--- src/rtl/multi_cycle_controller.sv ---
// Multi-cycle RISC-V control FSM (lw, sw, R/I ALU ops, beq, jal) with a HALT trap for unsupported encodings.
// Define MEM_WAIT_EN to stall FETCH, MEMREAD and MEMWRITE until mem_ready is high.
module multi_cycle_controller (
    input  logic       clk,
    input  logic       rst,
    input  logic [6:0] op,
    input  logic [2:0] funct3,
    input  logic       funct7b5,
    input  logic       zero,
    input  logic       mem_ready,
    output logic       pc_write,
    output logic       ir_write,
    output logic       mem_write,
    output logic       reg_write,
    output logic       adr_src,
    output logic [1:0] alu_src_a,
    output logic [1:0] alu_src_b,
    output logic [1:0] result_src,
    output logic [1:0] imm_src,
    output logic [2:0] alu_control,
    output logic       illegal
);

    typedef enum logic [3:0] {
        S_FETCH    = 4'd0,
        S_DECODE   = 4'd1,
        S_MEMADR   = 4'd2,
        S_MEMREAD  = 4'd3,
        S_MEMWB    = 4'd4,
        S_MEMWRITE = 4'd5,
        S_EXECR    = 4'd6,
        S_EXECI    = 4'd7,
        S_ALUWB    = 4'd8,
        S_BEQ      = 4'd9,
        S_JAL      = 4'd10,
        S_HALT     = 4'd11
    } state_t;

    typedef struct packed {
        logic       pc_write;
        logic       ir_write;
        logic       mem_write;
        logic       reg_write;
        logic       adr_src;
        logic [1:0] alu_src_a;
        logic [1:0] alu_src_b;
        logic [1:0] result_src;
        logic [1:0] imm_src;
        logic [2:0] alu_control;
        logic       illegal;
    } ctrl_t;

    localparam logic [6:0] OP_LW   = 7'b0000011;
    localparam logic [6:0] OP_SW   = 7'b0100011;
    localparam logic [6:0] OP_R    = 7'b0110011;
    localparam logic [6:0] OP_I    = 7'b0010011;
    localparam logic [6:0] OP_BEQ  = 7'b1100011;
    localparam logic [6:0] OP_JAL  = 7'b1101111;

    function automatic logic funct_legal(input logic [2:0] f3);
        logic ok;
        case (f3)
            3'b000, 3'b010, 3'b110, 3'b111: ok = 1'b1;
            default:                        ok = 1'b0;
        endcase
        return ok;
    endfunction

    // sub_ok is only set for R-type, so addi never turns into a subtract.
    function automatic logic [2:0] alu_decode(input logic [2:0] f3, input logic sub_ok);
        logic [2:0] cmd;
        case (f3)
            3'b000:  cmd = sub_ok ? 3'b001 : 3'b000;
            3'b010:  cmd = 3'b101;
            3'b110:  cmd = 3'b011;
            3'b111:  cmd = 3'b010;
            default: cmd = 3'b000;
        endcase
        return cmd;
    endfunction

    function automatic ctrl_t decode_ctrl(input state_t st, input logic [6:0] opc,
                                          input logic [2:0] f3, input logic f7b5);
        ctrl_t c;
        c = '0;
        case (st)
            S_FETCH: begin
                c.ir_write   = 1'b1;
                c.pc_write   = 1'b1;
                c.alu_src_b  = 2'b10;
                c.result_src = 2'b10;
            end
            S_DECODE: begin
                c.alu_src_a = 2'b01;
                c.alu_src_b = 2'b01;
                c.imm_src   = 2'b10;
            end
            S_MEMADR: begin
                c.alu_src_a = 2'b10;
                c.alu_src_b = 2'b01;
                c.imm_src   = (opc == OP_SW) ? 2'b01 : 2'b00;
            end
            S_MEMREAD:  c.adr_src = 1'b1;
            S_MEMWB: begin
                c.result_src = 2'b01;
                c.reg_write  = 1'b1;
            end
            S_MEMWRITE: begin
                c.adr_src   = 1'b1;
                c.mem_write = 1'b1;
            end
            S_EXECR: begin
                c.alu_src_a   = 2'b10;
                c.alu_control = alu_decode(f3, f7b5);
            end
            S_EXECI: begin
                c.alu_src_a   = 2'b10;
                c.alu_src_b   = 2'b01;
                c.alu_control = alu_decode(f3, 1'b0);
            end
            S_ALUWB:    c.reg_write = 1'b1;
            S_BEQ: begin
                c.alu_src_a   = 2'b10;
                c.alu_control = 3'b001;
            end
            S_JAL: begin
                c.alu_src_a = 2'b01;
                c.alu_src_b = 2'b10;
                c.pc_write  = 1'b1;
            end
            S_HALT:     c.illegal = 1'b1;
            default:    c = '0;
        endcase
        return c;
    endfunction

    state_t state_q, state_d;
    ctrl_t  ctrl_q;
    logic   mem_ok_s;
    logic   gate_s;

`ifdef MEM_WAIT_EN
    assign mem_ok_s = mem_ready;
`else
    logic unused_mem_ready_s;
    assign unused_mem_ready_s = mem_ready;
    assign mem_ok_s           = 1'b1;
`endif

    // Next-state selection.
    always_comb begin
        state_d = state_q;
        case (state_q)
            S_FETCH:    state_d = mem_ok_s ? S_DECODE : S_FETCH;
            S_DECODE: begin
                case (op)
                    OP_LW, OP_SW: state_d = S_MEMADR;
                    OP_R:         state_d = S_EXECR;
                    OP_I:         state_d = S_EXECI;
                    OP_BEQ:       state_d = S_BEQ;
                    OP_JAL:       state_d = S_JAL;
                    default:      state_d = S_HALT;
                endcase
            end
            S_MEMADR:   state_d = (op == OP_LW) ? S_MEMREAD : S_MEMWRITE;
            S_MEMREAD:  state_d = mem_ok_s ? S_MEMWB : S_MEMREAD;
            S_MEMWB:    state_d = S_FETCH;
            S_MEMWRITE: state_d = mem_ok_s ? S_FETCH : S_MEMWRITE;
            S_EXECR, S_EXECI: begin
                if (funct_legal(funct3)) begin
                    state_d = S_ALUWB;
                end else begin
                    state_d = S_HALT;
                end
            end
            S_ALUWB:    state_d = S_FETCH;
            S_BEQ:      state_d = S_FETCH;
            S_JAL:      state_d = S_ALUWB;
            S_HALT:     state_d = S_HALT;
            default:    state_d = S_HALT;
        endcase
    end

    // State register; control word is precomputed for the state being entered.
    always_ff @(posedge clk or posedge rst) begin
        if (rst) begin
            state_q <= S_FETCH;
            ctrl_q  <= decode_ctrl(S_FETCH, 7'd0, 3'd0, 1'b0);
        end else begin
            state_q <= state_d;
            ctrl_q  <= decode_ctrl(state_d, op, funct3, funct7b5);
        end
    end

    // Write strobes that wait on memory fire only in the cycle the access completes.
    assign gate_s = ((state_q == S_FETCH) || (state_q == S_MEMWRITE)) ? mem_ok_s : 1'b1;

    // rst masks everything so a write in flight is cut off the instant reset rises.
    assign pc_write    = !rst && ((ctrl_q.pc_write && gate_s) || ((state_q == S_BEQ) && zero));
    assign ir_write    = !rst && ctrl_q.ir_write  && gate_s;
    assign mem_write   = !rst && ctrl_q.mem_write && gate_s;
    assign reg_write   = !rst && ctrl_q.reg_write;
    assign adr_src     = !rst && ctrl_q.adr_src;
    assign illegal     = !rst && ctrl_q.illegal;
    assign alu_src_a   = rst ? 2'b00  : ctrl_q.alu_src_a;
    assign alu_src_b   = rst ? 2'b00  : ctrl_q.alu_src_b;
    assign result_src  = rst ? 2'b00  : ctrl_q.result_src;
    assign imm_src     = rst ? 2'b00  : ctrl_q.imm_src;
    assign alu_control = rst ? 3'b000 : ctrl_q.alu_control;

endmodule

--- config.mk ---
export PLATFORM = sky130hd
export DESIGN_NAME = multi_cycle_controller
export DESIGN_NICKNAME = d
export VERILOG_FILES = /design/src/rtl/multi_cycle_controller.sv
export SDC_FILE = /design/constraint.sdc
export NUM_CORES = 1
export LEC_CHECK = 0
export ABC_AREA = 1
export BUFFER_PORTS_ARGS = -buffer_cell sky130_fd_sc_hd__buf_4
export CORE_ASPECT_RATIO = 0.7
export CORE_MARGIN = 4
export CORE_UTILIZATION = 40
export CTS_BUF_LIST = sky130_fd_sc_hd__clkbuf_8
export DETAILED_ROUTE_END_ITERATION = 10
export GPL_ROUTABILITY_DRIVEN = 0
export RECOVER_POWER = 25
export SETUP_SLACK_MARGIN = 0.3
export SYNTH_ARGS = -nofsm -noshare
export SYNTH_HDL_FRONTEND = slang
export SYNTH_SLANG_ARGS = --single-unit
--- constraint.sdc ---
create_clock -name clk -period 2.93 [get_ports clk]
set_input_delay 0.586 -clock clk [delete_from_list [all_inputs] [get_ports clk]]
set_output_delay 0.586 -clock clk [all_outputs]
set_load 0.01 [all_outputs]
* Yosys cells after proc, flatten, opt, wreduce, memory -nomap -nowiden
Cells that the tools add are included.
Cells by class: reductions and logical operators 22, eq/ne operators 30, multiplexer cells 26
Operator list (count):
- $eq 4x3->1 const B | 8
- $eq 4x4->1 const B | 7
- $pmux 4 s7 | 1
- $pmux 4 s5 | 1
- $pmux 3 s3 | 2
- $eq 4x2->1 const B | 4
- $pmux 2 s2 | 4
- $eq 7x6->1 const B | 2
- $eq 7x7->1 const B | 2
- $pmux 3 s4 | 1
- $reduce_or 2->1 | 6
- $reduce_or 4->1 | 3
- $mux 1 | 10
- $mux 2 | 5
- $eq 4x1->1 const B | 2
- $logic_not 4->1 | 2
- $eq 7x2->1 const B | 1
- $eq 7x5->1 const B | 1
- $logic_and 1x1->1 | 7
- $eq 3x3->1 const B | 2
- $mux 3 | 2
- $eq 3x2->1 const B | 1
- $logic_not 3->1 | 1
- $reduce_or 3->1 | 1
- 2 further kinds | 2
Word-level totals: flip-flop bits (word level) 21, input bits 15, logic and storage cells 90

* Logic depth before layout (Yosys ltp)
Gate-level depths: netlist of the first run.
word-level depth 9, gate-level depth with buffers 11, mapped depth without buffers 11

* Worst setup path before layout of the first run
No wires, ideal clock.
path kind input to output, start point input port rst, end point output port alu_control[0], arrival time 1209 ps, data required time 2344 ps, path slack 1135 ps, buffers on the path 2, stages on the path 3, cell sequence clkbuf_1 clkbuf_1 nor2_1
On the way: cells in the longest elaborated chain, start to end 1
RTL lines:
- start: declaration | RTL line 5 | input logic rst,
- $mux 3 | RTL line 209 | assign alu_control = rst ? 3'b000 : ctrl_q.alu_control;
- end: declaration | RTL line 20 | output logic [2:0] alu_control,
No other way between the ends.

* Final worst setup path of the first run
start point input port rst, end point output port pc_write
On the way: cells in the longest elaborated chain, start to end 2
RTL lines:
- $logic_not 1->1 | RTL line 199 | assign pc_write = !rst && ((ctrl_q.pc_write && gate_s) || ((state_q == S_BEQ) && zero));
- $logic_and 1x1->1 | RTL line 199
- end: declaration | RTL line 11 | output logic pc_write,
No other way between the ends.

==> results_dict.tcl, run 1 <==
set metrics [dict create \
    status "completed" \
    synth_edf_count 0 \
    initial_utilization_pct 42.4 \
    cpMaxStageDelayCell "clkbuf_1" \
    grt_overflow 0 \
    placed_area_um2 1460 \
    wl_mm 2.49 \
    cts.sinks 20 \
    rows 16 \
    dieHeight_um 53.9 \
    cp_max_fo 17 \
    die_w_um 73.6 \
    critPathTopFamily "buffers and inverters" \
    leakage_nw 0.845 \
    worstSetupPathType "input pin to primary output" \
    synth_top_family_by_area "simple AND/OR/NAND/NOR gates" \
    fin_setup_tns_ns 0 \
    rrSetupSlack_ns 0.96 \
    hold_viol_final 0 \
    power_frac_seq_pct 47.0 \
    min_period_ns 2.00 \
    track_usage_pct 14.3 \
    grt_setup_unrepaired "false" \
    pre_cts_slack_ns 1.13 \
    cts_buffer_depth 2 \
    cts_max_level 1 \
    ys_async_sr_fraction_pct 100 \
    min_to "ctrl_q[3]$_DFF_PP0_" \
    dp_hpwl_mm 2.05 \
    clock_skew_ns 0.000765 \
    area_growth_pct 25.4 \
    fin_crit_sh_pct 68.4 \
    seq_area_frac_synth_pct 41.8 \
    power_density_nw_per_um2 389 \
    p_int_w 0.000474 \
    ant_nets 0 \
    synth_compound_area_share_pct 4.56 \
    r2r-start "state_q[3]$_DFF_PP0_" \
    crit_path_start_kind "input pin" \
    synth_warnings 0 \
    clkPwrFrac_pct 46.0 \
    syn_avg_cell_area_um2 7.49 \
    synth_nets 176 \
    max_slew_margin_pct 50.9 \
    die-area_um2 3970 \
    hp-start "funct3[2]" \
    drive_gt1_share_pct 32.3 \
    r2r.worst_path.cells 9 \
    grt_pass1_wl_mm 4.15 \
    grt_start_max_net_pins 21 \
    crit_chain "clkbuf_1, nor2_1, buf_4" \
    power_frac_comb_pct 7.0 \
    core_area_um2 2840 \
    cts_setup_buffers 0 \
    holdPathStages 2 \
    startpoint "rst" \
    post-route-util_pct 53.2 \
    cp_num_buf_inv 2 \
    arrival_ns 1.42 \
    vias_per_cell 4.54 \
    drtPass1Iterations 4 \
    critPathRequiredTime_ns 2.34 \
    timing.rr.end "ctrl_q[4]$_DFF_PP0_" \
    p_total_w 0.000588 \
    slowest_delay_ns 0.51 \
    port_buffers 30 \
    grt_antenna_before_repair 0 \
    hold_buffers 0 \
    vias 1034 \
    nets 208 \
    synthXorXnorAreaFrac_pct 0 \
    first_iter_violations 18 \
    setup_ws_ns 0.926 \
    clk_pin_slew_ns 0.07 \
    synth_seq_cells 20 \
    slew_viol_final 0 \
    swShare_pct 19.3 \
    setup_viol 0 \
    ir_worst_vdd_uv 269 \
    synthAdderAreaFrac_pct 0 \
    ctsResizeCount 0 \
    synthMuxAreaShare_pct 0 \
    wire_per_inst_um 10.9 \
    synth-simple-area-share_pct 39.7 \
    maxCapViolCount 0 \
    cts_buffers 3 \
    design_area_um2 1510 \
    drc 0 \
    cts_root_buf "clkbuf_8" \
    yosysUniqueCellTypes 28 \
    synthFlopType "dfrtp_1" \
    netlist_area_um2 1210 \
    min_path_type "input pin to register" \
    ios 32 \
    max_freq_mhz 499 \
    syn-instance-count 161 \
    worstSkewPairLatency_ns 0.26 \
    grt_pass1_vias 941 \
    worst_pin_slew_ns 0.736 \
    p_switching_w 0.000113 \
    cts_tree "built" \
    worstSetupEndpointType "primary output" \
    antennaDiodeCount 0 \
]
[synth_stat cells, types with 2 or more instances]
cell | count | area, um2
a21oi_1 | 3 | 15.0
o21ai_2 | 2 | 17.5
nor2_4 | 4 | 45.0
nand2_1 | 28 | 105
clkbuf_1 | 2 | 7.51
inv_4 | 2 | 12.5
nand4_1 | 2 | 12.5
nand2_2 | 5 | 31.3
nor2_1 | 29 | 109
nand3_1 | 9 | 45.0
dfrtp_1 | 17 | 425
dfstp_2 | 3 | 78.8
nor3_1 | 2 | 10.0
inv_2 | 3 | 11.3
nand3_2 | 3 | 30.0
nor2_2 | 3 | 18.8
inv_1 | 33 | 124
[metal layers]
metal	track usage (%)	part of all wire (%)
met1	17.9	45
met2	23.4	48
met3	5.04	6.5
met4	4.22	0.72
met5	0	0
[through the flow]
| step | instances | hold slack (ns) |
|---|---|---|
| after floorplan | 161 | 0.568 |
| after global placement | 224 | 0.608 |
| after detailed placement | 224 | 0.613 |
| after CTS | 228 | 0.513 |
| after global routing | 228 | 0.520 |
| final | 228 | 0.518 |
[power groups by stage]
| stage | sequential [W] | combinational (W) | clock (W) |
|---|---|---|---|
| 3_5_place_dp | 0.000281 | 0.0000423 | 0 |
| 5_1_grt | 0.000276 | 0.0000467 | 0.000290 |
| 4_1_cts | 0.000276 | 0.0000424 | 0.000276 |
| 3_3_place_gp | 0.000281 | 0.0000403 | 0 |
| 6_report | 0.000276 | 0.0000411 | 0.000271 |
| 2_1_floorplan | 0.000281 | 0.0000190 | 0 |
[final cells by class]
cell class,instances,area [um2]
sequential,20,504
multi-input combinational,99,519
tap,36,45.0
inverter,39,151
timing repair buffer,30,221
clock buffer,3,41.3
fill,275,1330
clock inverter,1,30.0
[cell usage in the layout (no fill, tap or decap), drive strengths merged]
master,synthesis,final
a21oi,3,3
a31oi,1,1
and3,1,1
buf,1,29
bufinv,0,1
clkbuf,2,4
clkinv,1,1
clkinvlp,0,1
dfrtp,17,17
dfstp,3,3
inv,38,37
nand2,34,34
nand3,13,13
nand4,2,2
nor2,37,37
nor3,3,3
o21ai,4,4
o22ai,1,1
[logic make-up (layout without fill, tap and decap cells)]
family,count (synthesis),after routing
AND/OR/NAND/NOR,90,90
flip-flops,20,20
buffers and inverters,42,73
AO/OA/AOI/OAI,9,9
[flip-flops by register name, summed over array words and instances (netlist names)]
register,count
state_q,4
ctrl_q,16
[worst max path at each step]
| stage | to | cells past startpoint |
|---|---|---|
| final | pc_write | 3 |
| after floorplan | alu_control[0] | 3 |
| after CTS | pc_write | 5 |
| after global routing | ctrl_q[4]$_DFF_PP0_ | 9 |
| after global placement | ctrl_q[4]$_DFF_PP0_ | 10 |
| after detailed placement | ctrl_q[4]$_DFF_PP0_ | 10 |
Power figures use the tool's default switching activity.
==> inputs of run 2 (changes only) <==
clock period = 2.1 ns   (was 2.93 ns; I/O delays follow)
==> run 2 against run 1 <==
Effect of this change:
- worst hold slack got worse by 0.17 ns
- global-route usage rose by 0.55 points
- highest routed layer unchanged
- largest power group unchanged
- largest cell class unchanged
- final cell count rose by 0.44%
- combinational power rose by 38%
==> results_dict.tcl, run 2 (same netlist as run 1, synthesis figures left out) <==
set metrics [dict create \
    clk_pin_slew_ns 0.07 \
    grt_pass1_vias 1037 \
    largestRegisters "ctrl_q: 16 flops, state_q: 4 flops" \
    p_total_w 0.000823 \
    ant_nets 0 \
    wl_mm 2.55 \
    slew_viol_final 0 \
    wire_per_inst_um 11.1 \
    maxCapViolCount 0 \
    cts_buffers 3 \
    max_slew_margin_pct 51.6 \
    pre_cts_slack_ns 0.452 \
    cts_max_level 1 \
    cts.sinks 20 \
    fin_setup_tns_ns 0 \
    arrival_ns 1.86 \
    fin_crit_sh_pct 81.7 \
    cp_max_fo 7 \
    die-area_um2 3970 \
    leakage_nw 0.847 \
    drive_gt1_share_pct 35.2 \
    post-route-util_pct 54.1 \
    min_path_type "input pin to register" \
    critPathRequiredTime_ns 2.24 \
    dieHeight_um 53.9 \
    die_w_um 73.6 \
    crit_path_start_kind "register" \
    fin_cells 229 \
    antennaDiodeCount 0 \
    initial_utilization_pct 42.4 \
    final_common_cell "inv_1" \
    clock_skew_ns 0.00341 \
    grt_overflow 0 \
    ios 32 \
    cts_buffer_depth 2 \
    hold_viol_final 0 \
    min_period_ns 1.72 \
    ir_worst_vdd_uv 339 \
    power_density_nw_per_um2 535 \
    multiInputGateArea_um2 534 \
    setup_ws_ns 0.384 \
    worstSetupPathType "register to register" \
    layout_common_cells "inv_1 (31), buf_4 (30), nor2_1 (29)" \
    fillers 278 \
    vias 1062 \
    largest_reg_flops 16 \
    first_iter_violations 37 \
    worstSkewPairLatency_ns 0.26 \
    area_growth_pct 27.5 \
    port_buffers 30 \
    max_freq_mhz 583 \
    worst_pin_slew_ns 0.726 \
    final-seq-area_um2 505 \
    nets 209 \
    grt_setup_unrepaired "false" \
    core_area_um2 2840 \
    regMostFlops "ctrl_q" \
    vias_per_cell 4.64 \
    worstSetupEndpointType "register" \
    status "completed" \
    drtPass1Iterations 4 \
    cts_root_buf "clkbuf_8" \
    track_usage_pct 14.8 \
    dp_hpwl_mm 2.06 \
    cts_tree "built" \
    grt_antenna_before_repair 0 \
    grt_start_max_net_pins 21 \
    setup_viol 0 \
    place_inst 224 \
    grt_pass1_wl_mm 4.39 \
    drc 0 \
    rows 16 \
]
## run 2: final cells by class
class	count	share of cell area, %
Multi-Input combinational cell	99	34.7
Timing Repair Buffer	31	14.9
Clock buffer	3	2.69
Tap cell	36	2.93
Sequential cell	20	32.9
Inverter	39	9.93
Clock inverter	1	1.95
## run 2: metrics by stage
step / hold WS, ns / instance area [um2]
floorplan: 0.493 / 1210
global placement: 0.608 / 1460
detailed placement: 0.605 / 1460
CTS: 0.348 / 1530
global route: 0.353 / 1540
finish: 0.349 / 1540
## run 2: path summary, 6_finish.rpt
| check | slack (ns) | cells past startpoint | endpoint | start |
|---|---|---|---|---|
| max | 0.38 | 10 | ctrl_q[11]$_DFF_PP0_ | state_q[3]$_DFF_PP0_ |
| min | 0.35 | 2 | ctrl_q[3]$_DFF_PP0_ | funct3[2] |
| max reg2reg | 0.38 | 10 | ctrl_q[11]$_DFF_PP0_ | state_q[3]$_DFF_PP0_ |
| min reg2reg | 0.65 | 2 | ctrl_q[12]$_DFF_PP0_ | state_q[1]$_DFF_PP0_ |
| max in group asynchronous | 1.02 | 2 | state_q[1]$_DFF_PP0_ | rst |
| min in group asynchronous | 0.58 | 2 | ctrl_q[4]$_DFF_PP0_ | rst |
## run 2: report_power, final
group | switching, W | total (W) | leakage, nW | internal (W)
combinational | 0.0000344 | 0.0000568 | 0.564 | 0.0000224
clock | 0.000127 | 0.000381 | 0.0357 | 0.000254
sequential | 0 | 0.000385 | 0.247 | 0.000385
total | 0.000161 | 0.000823 | 0.847 | 0.000662
## run 2: critical path, cell delays in order, from the launching register on
cell,delay (ns)
dfrtp_1,0.44
nor2_1,0.33
inv_4,0.10
nor2_8,0.14
inv_1,0.06
nor2_2,0.15
nor2_4,0.05
nand2_4,0.10
nor2_4,0.05
nand2_2,0.09
nand3_1,0.08
## run 2: per-layer routing
metal  global-route usage (%)  vias up  wire [um]
li1                         -      543          -
met1                     17.9      483       1100
met2                     24.9       30       1250
met3                     5.04        6        158
met4                     5.42        0         42
met5                        0        -          0
## run 2: timing repair
action | 4_1_cts | 5_1_grt
buffers inserted | 0 | 1
resized for setup | 0 | 6
setup endpoints to repair | 0 | 1
hold buffers | 0 | 0
